**config.mk**
```make
export PLATFORM = sky130hd
export DESIGN_NAME = nibble_serial_adder_ctrl
export DESIGN_NICKNAME = d
export VERILOG_FILES = /design/src/rtl/nibble_serial_adder_ctrl.sv
export SDC_FILE = /design/constraint.sdc
export NUM_CORES = 1
export LEC_CHECK = 0
export ABC_CLOCK_PERIOD_IN_PS = 3300
export BUFFER_PORTS_ARGS = -buffer_cell sky130_fd_sc_hd__buf_2
export CORE_UTILIZATION = 49
export DETAILED_ROUTE_END_ITERATION = 6
export GPL_TIMING_DRIVEN = 0
export PLACE_DENSITY = 0.73
export SLEW_MARGIN = 10
export SYNTH_ARGS = -nofsm -noshare
export SYNTH_HDL_FRONTEND = slang
export SYNTH_HIERARCHICAL = 1
export SYNTH_SLANG_ARGS = --single-unit
```
**constraint.sdc**
```tcl
create_clock -name clk -period 3.3 [get_ports clk]
set_input_delay 0.33 -clock clk [delete_from_list [all_inputs] [get_ports clk]]
set_output_delay 0.33 -clock clk [all_outputs]
set_load 0.02 [all_outputs]
```
**src/rtl/nibble_serial_adder_ctrl.sv**
```systemverilog
// Nibble-serial add/subtract sequencer.
// One 4-bit ripple-carry slice is reused over NIBBLES cycles, LSB nibble
// first, with a carry register chaining consecutive nibbles. Operands are
// taken over a valid/ready handshake and the result is offered on a second
// valid/ready handshake.

// 4-bit ripple-carry slice: s = a + b + c, with carry-out.
module nibble_serial_adder_slice (
  input  logic [3:0] a_i,
  input  logic [3:0] b_i,
  input  logic       c_i,
  output logic [3:0] s_o,
  output logic       c_o
);

  logic [4:0] carry;

  // Explicit ripple chain, bit by bit.
  always_comb begin
    carry    = '0;
    s_o      = '0;
    carry[0] = c_i;
    for (int unsigned i = 0; i < 4; i++) begin
      s_o[i]       = a_i[i] ^ b_i[i] ^ carry[i];
      carry[i + 1] = (a_i[i] & b_i[i]) | (a_i[i] & carry[i]) | (b_i[i] & carry[i]);
    end
    c_o = carry[4];
  end

endmodule

module nibble_serial_adder_ctrl #(
  parameter  int unsigned NIBBLES = 4,
  localparam int unsigned WIDTH   = 4 * NIBBLES
) (
  input  logic             clk,
  input  logic             rst_n,
  input  logic             in_valid,
  output logic             in_ready,
  input  logic [WIDTH-1:0] a,
  input  logic [WIDTH-1:0] b,
  input  logic             cin,
  input  logic             sub,
  output logic             out_valid,
  input  logic             out_ready,
  output logic [WIDTH-1:0] sum,
  output logic             cout,
  output logic             overflow,
  output logic             busy
);

  localparam int unsigned CW = (NIBBLES > 1) ? $clog2(NIBBLES) : 1;

  typedef enum logic [1:0] {
    IDLE = 2'd0,
    RUN  = 2'd1,
    DONE = 2'd2
  } state_e;

  state_e           state_q;
  logic [WIDTH-1:0] a_q;
  logic [WIDTH-1:0] beff_q;
  logic [WIDTH-1:0] sum_q;
  logic [CW-1:0]    cnt_q;
  logic             carry_q;
  logic             amsb_q;
  logic             bmsb_q;
  logic             cout_q;
  logic             ovf_q;
  logic             in_ready_q;
  logic             out_valid_q;
  logic             busy_q;

  logic [3:0]       a_nib;
  logic [3:0]       b_nib;
  logic [3:0]       slice_s;
  logic             slice_c;
  logic             last_nib;
  logic [WIDTH-1:0] b_eff;

  assign b_eff    = sub ? ~b : b;
  assign last_nib = (cnt_q == CW'(NIBBLES - 1));

  // Select the operand nibbles addressed by the counter.
  always_comb begin
    a_nib = '0;
    b_nib = '0;
    for (int unsigned i = 0; i < NIBBLES; i++) begin
      if (cnt_q == CW'(i)) begin
        a_nib = a_q[4*i +: 4];
        b_nib = beff_q[4*i +: 4];
      end
    end
  end

  nibble_serial_adder_slice u_slice (
    .a_i (a_nib),
    .b_i (b_nib),
    .c_i (carry_q),
    .s_o (slice_s),
    .c_o (slice_c)
  );

  // Sequencer FSM with registered handshake and result outputs.
  always_ff @(posedge clk or negedge rst_n) begin
    if (!rst_n) begin
      state_q     <= IDLE;
      a_q         <= '0;
      beff_q      <= '0;
      sum_q       <= '0;
      cnt_q       <= '0;
      carry_q     <= 1'b0;
      amsb_q      <= 1'b0;
      bmsb_q      <= 1'b0;
      cout_q      <= 1'b0;
      ovf_q       <= 1'b0;
      in_ready_q  <= 1'b1;
      out_valid_q <= 1'b0;
      busy_q      <= 1'b0;
    end else begin
      case (state_q)
        IDLE: begin
          if (in_valid) begin
            a_q        <= a;
            beff_q     <= b_eff;
            carry_q    <= sub ? 1'b1 : cin;
            cnt_q      <= '0;
            amsb_q     <= a[WIDTH-1];
            bmsb_q     <= b_eff[WIDTH-1];
            in_ready_q <= 1'b0;
            busy_q     <= 1'b1;
            state_q    <= RUN;
          end
        end

        RUN: begin
          for (int unsigned i = 0; i < NIBBLES; i++) begin
            if (cnt_q == CW'(i)) begin
              sum_q[4*i +: 4] <= slice_s;
            end
          end
          carry_q <= slice_c;
          if (last_nib) begin
            cnt_q       <= '0;
            cout_q      <= slice_c;
            ovf_q       <= (amsb_q == bmsb_q) && (slice_s[3] != amsb_q);
            out_valid_q <= 1'b1;
            state_q     <= DONE;
          end else begin
            cnt_q <= cnt_q + CW'(1);
          end
        end

        DONE: begin
          if (out_ready) begin
            out_valid_q <= 1'b0;
            in_ready_q  <= 1'b1;
            busy_q      <= 1'b0;
            state_q     <= IDLE;
          end
        end

        default: begin
          out_valid_q <= 1'b0;
          in_ready_q  <= 1'b1;
          busy_q      <= 1'b0;
          cnt_q       <= '0;
          state_q     <= IDLE;
        end
      endcase
    end
  end

  assign in_ready  = in_ready_q;
  assign out_valid = out_valid_q;
  assign busy      = busy_q;
  assign sum       = sum_q;
  assign cout      = cout_q;
  assign overflow  = ovf_q;

endmodule

```
# Word-level counts from Yosys, hierarchy flattened
# Cells that the tools add are included.
# W data, S select, Z words.
[totals] register_bits=60 input_bits=38 out_inout_bits=21 wordCells=100
[classes] addsub=1 n_eq_ne=10 mux=27 bitwise=32 reduce_logical=14
[ops] cell="$mux W4" count=8
[ops] cell="$mux W16" count=1
[ops] cell="$not A16 Y16" count=1
[ops] cell="$reduce_and A2 Y1" count=7
[ops] cell="$and A1 B1 Y1" count=12
[ops] cell="$pmux W2 S3" count=2
[ops] cell="$mux W2" count=5
[ops] cell="$pmux W1 S3" count=3
[ops] cell="$reduce_and A3 Y1" count=3
[ops] cell="$or A1 B1 Y1" count=8
[ops] cell="$xor A1 B1 Y1" count=8
[ops] cell="$mux W1" count=7
[ops] cell="$eq A2 B2 Y1 const B" count=3
[ops] cell="$ne A2 B2 Y1 const B" count=3
[ops] cell="$eq A2 B1 Y1 const B" count=2
[ops] cell="$logic_not A2 Y1" count=2
[ops] cell="$not A1 Y1" count=3
[ops] cell="$add A2 B1 Y2 const B" count=1
[ops] cell="$pmux W1 S2" count=1
[ops] cell="$reduce_bool A2 Y1" count=1
[ops] cell="$eq A1 B1 Y1" count=1
[ops] cell="$logic_and A1 B1 Y1" count=1
[ops] cell="$ne A1 B1 Y1" count=1

# Longest topological paths before layout
[logic_depth] ltp_word=18 ltp_mapped=17 ltp_nobuf=16

# By module
# Netlist, hierarchy kept.
[by_module_without_submodules] module="nibble_serial_adder_ctrl" n_inst=1 cells_each=230 area_each_um2=2708.8 seq_area_each_um2=1452.6
[by_module_without_submodules] module="nibble_serial_adder_slice" n_inst=1 cells_each=14 area_each_um2=117.6 seq_area_each_um2=0.0

# Least setup slack after synthesis
# Ideal clock, no wire load.
[synth_path] path_kind="flip-flop to flip-flop" start="register cnt_q[0]" end="register ovf_q, in the netlist overflow" arrival_ns=3.159 path_slack_ns=0.006 path_stages_with_launch=17 path_buffers=1 cell_sequence="dfrtp_1 > inv_1 > ha_1 > clkbuf_1 > a21oi_1 > a22o_1 > inv_1 > fa_1 > inv_1 > fa_1 > fa_1 > inv_1 > fa_1 > inv_1 > and3b_1 > a21oi_1 > o21ai_0"
[synth_via] elab_chain_cells=17
[synth_lines] element="start: declaration" line_no="64" rtl="logic [CW-1:0] cnt_q;"
[synth_lines] element="start signal: assignment" line_no="150" rtl="cnt_q <= cnt_q + CW'(1);"
[synth_lines] element="$logic_not A2 Y1" line_no="89" rtl="if (cnt_q == CW'(i)) begin"
[synth_lines] element="$mux W4 (3 in series)" line_no="89"
[synth_lines] element="$mux W4 (*)" line_no="89"
[synth_lines] element="net b_nib[0]" line_no="75" rtl="logic [3:0] b_nib;"
[synth_lines] element="$and A1 B1 Y1" line_no="25" rtl="carry[i + 1] = (a_i[i] & b_i[i]) | (a_i[i] & carry[i]) | (b_i[i] & carry[i]);"
[synth_lines] element="$or A1 B1 Y1" line_no="25"
[synth_lines] element="$or A1 B1 Y1 (*)" line_no="25"
[synth_lines] element="$and A1 B1 Y1" line_no="25"
[synth_lines] element="$or A1 B1 Y1" line_no="25"
[synth_lines] element="$or A1 B1 Y1 (*)" line_no="25"
[synth_lines] element="$and A1 B1 Y1" line_no="25"
[synth_lines] element="$or A1 B1 Y1" line_no="25"
[synth_lines] element="$or A1 B1 Y1 (*)" line_no="25"
[synth_lines] element="$xor A1 B1 Y1 (*)" line_no="24" rtl="s_o[i] = a_i[i] ^ b_i[i] ^ carry[i];"
[synth_lines] element="net slice_s[3]" line_no="76" rtl="logic [3:0] slice_s;"
[synth_lines] element="$ne A1 B1 Y1 (*)" line_no="146" rtl="ovf_q <= (amsb_q == bmsb_q) && (slice_s[3] != amsb_q);"
[synth_lines] element="$logic_and A1 B1 Y1 (*)" line_no="146"
[synth_lines] element="end signal: assignment" line_no="146"
[synth_lines] element="end: declaration" line_no="69" rtl="logic ovf_q;"
# Mark *: on every way through the listed nets, which the timed path passes. The rest lies on a longest branch.
# A chain may end at the register's enable or synchronous reset.

# Final worst setup path
[layout_path] start="register cnt_q[1]" end="register ovf_q, in the netlist overflow"
[layout_via] elab_chain_cells=17
[layout_lines] element="$logic_not A2 Y1" line_no="89"
[layout_lines] element="$mux W4 (3 in series)" line_no="89"
[layout_lines] element="$mux W4 (*)" line_no="89"
[layout_lines] element="net a_nib[0]" line_no="74" rtl="logic [3:0] a_nib;"
[layout_lines] element="$and A1 B1 Y1" line_no="25"
[layout_lines] element="$or A1 B1 Y1 (*) (2 in series)" line_no="25"
[layout_lines] element="$and A1 B1 Y1" line_no="25"
[layout_lines] element="$or A1 B1 Y1" line_no="25"
[layout_lines] element="$or A1 B1 Y1 (*)" line_no="25"
[layout_lines] element="$and A1 B1 Y1" line_no="25"
[layout_lines] element="$or A1 B1 Y1" line_no="25"
[layout_lines] element="$or A1 B1 Y1 (*)" line_no="25"
[layout_lines] element="$xor A1 B1 Y1 (*)" line_no="24"
[layout_lines] element="net slice_s[3]" line_no="76"
[layout_lines] element="$ne A1 B1 Y1 (*)" line_no="146"
[layout_lines] element="$logic_and A1 B1 Y1 (*)" line_no="146"
# Marks and branches as above.

==> run metrics <==
Core ar. ~5500 um2; most frequent cells in the layout buf_2 (58), dfrtp_1 (55), mux2_2 (33), nor2_1 (22), nand2_1 (16); global-route wire length before repair 9450 um; CP startpoint kind flip-flop; max-cap violations 0; Worst-path clk slew 70 ps; YS warnings 6; die area 6080 um2; # IOs 59; Yosys top cell by area dfrtp_1; top cell type's share of synthesized area 50.5%; Mean Syn Cell Area 11.6 um2; RSZ-0062 raised after global routing yes; ys async rst share 100%; diode count 0; Die Y-Extent roughly 78 um; Pwr Density ~1200 nW/um2; DR WL/cell roughly 15 um; Finished Layout Cells roughly 400; Slew Limit Headroom a little over half; Post-layout nets 373; Worst Skew 8.08 ps; Finish-stage setup viols 0; Hold Path Class primary input to async pin; H-tree levels 3; Pleak roughly 1.7 nW; Slew @ Worst Pin a little over 700 ps; area of the multi-input gates 1300 um2; commonest non-fill, non-tap cell in the layout buf_2; CP startpoint cnt_q[1]; layout cells sized above 1 a little under half; vias per cell 5.10; Layout area overhead 29.1%; minimum clock period between 3000 and 4000 ps; Post-synth EDFFs 0; clk sinks a little under 60; initial antenna violation count 0; die width 78.0 um; fillers around 440; Area contributors post-synth dfrtp_1 (50%), mux2_2 (13%), xnor2_1 (4.6%); worst skew pair latency about 340 ps; FF-to-FF Start cnt_q[1]; Worst EP arrival between 3000 and 4000 ps; status complete, no violations; Cells after Synth 244; crit path kind flip-flop to flip-flop; Sequential Area ~1500 um2; CTS tree built; Mapped Nets 290; placer's final routability congestion estimate between 0.7 and 0.8; DR pass1 iterations 4; count of cell types in the netlist 30; Slew Viols, Final 0; vias in the first global route a little over 2000; Final TNS setup 0 ps; final hold violations 0; #FFs+latches synth 58; Max IR drop VDD ~0.0007 V; Synth Flop Type dfrtp_1; crit share post-route a little over nine tenths; f_max ~310 MHz; vias 2057; DRT antenna net count 0; post-synthesis sequential area ratio about 51%; DRT iter0 DRCs ~80; Worst EP required around 3500 ps; Clk Tree Root Cell clkbuf_8; PortBufs 57; pin count of the biggest net entering global routing 59; DRC viols 0; Initial Util between 50% and 60%; Crit. End Element flip-flop; Post-Syn Area around 2800 um2; aggregate global-route resource usage approximately a fifth; hpwl dp roughly 4000 um; Rows 27; CTS buffer count 9; Total Routed Length between 6000 and 7000 um; Max clock buf depth 2; Overflow after GRT 0; Post-Place Cells 373; Critical Path Fanout Max 10
==> where the power goes <==
part / internal (mW) / switching [mW]
registers: 1.08 / 0.201
clock network: 0.363 / 0.266
logic: 1.21 / 1.30
==> layout make-up <==
class | instances | area share (%)
Clock buffer | 12 | 3.98
Timing Repair Buffer | 72 | 11.6
Clock inverter | 3 | 1.10
Tap cell | 72 | 2.47
Buffer | 13 | 3.74
Sequential cell | 58 | 39.9
Multi-Input combinational cell | 157 | 35.6
Inverter | 16 | 1.65
==> cell usage after synthesis, types with 5 or more instances <==
library cell and number:
o31ai_1 7, dfrtp_1 57, a221oi_1 7, nor2_1 22, mux2_2 33, nor2b_1 10
inv_1 16, o21ai_0 5, buf_6 5, xnor2_1 15, a21oi_1 18, nand2_1 16
==> worst paths after layout <==
kind / endpoint / slack, ps / cells past startpoint
hold / removal: a_q[3] / 50 / 1
setup reg to reg: overflow / 70 / 16
setup / recovery: overflow / 70 / 16
min in group clk: a_q[13] / 220 / 2
hold reg to reg: overflow / 500 / 2
max in group asynchronous: cnt_q[0] / 2730 / 1
==> worst max-delay path, stage by stage, from the launching register on <==
cell	delay [ps]
dfrtp_2	410
inv_2	80
ha_4	170
clkbuf_8	170
a221oi_2	340
o31ai_4	80
inv_1	80
fa_1	170
inv_1	50
fa_2	330
fa_2	350
inv_2	60
fa_1	420
inv_2	70
and3b_1	180
a21oi_2	100
o21ai_1	60
==> per-stage QoR <==
step / setup slack, ps / power, mW / util (%) / hold WS (ps) / instance area (um2)
after floorplan: 5.53 / 2.74 / - / 34.4 / 2830
after global placement: -460 / 3.28 / 57.8 / 474 / 3200
after detailed placement: -481 / 3.37 / 57.8 / 437 / 3200
after CTS: 23.3 / 4.20 / 62.7 / 78.0 / 3470
after global routing: -52.6 / 4.73 / 65.9 / 109 / 3650
final: 72.1 / 4.42 / 65.9 / 53.0 / 3650
==> cell families after synthesis <==
kind of cell               count (synthesis)  synth area share (%)
muxes                                     34                  13.5
buffers and inverters                     29                  5.58
DFF                                       58                  51.4
and+or+nand+nor                           53                  9.21
AOI/OAI and AO/OA                         46                  10.8
xor gates and xnor gates                  16                  4.96
adders and majority gates                  8                  4.60
==> flip-flops by register name, indices dropped and copies added (netlist names), 2 cells and up <==
register and cells:
a_q 15, beff_q 16, cnt_q 2, state_q 2, sum 16
==> routing by layer <==
layer  wire length (um)  share of wire (%)  vias up  track usage, %
met5                  0                  0        -               0
met4                153                2.5        0            10.0
met3                244                4.0       13            4.59
met2               2940                 48       53            33.5
met1               2730                 45      996            26.0
li1                   -                  -      995               -
==> what timing repair did <==
item | CTS | global route
setup endpoints to repair | 11 | 5
pin swaps | 0 | 3
setup buffers | 4 | 10
gates resized for setup | 18 | 24
gates cloned | 0 | 1
hold buffers | 0 | 0
Note: power is estimated with default switching activity, not from simulation.
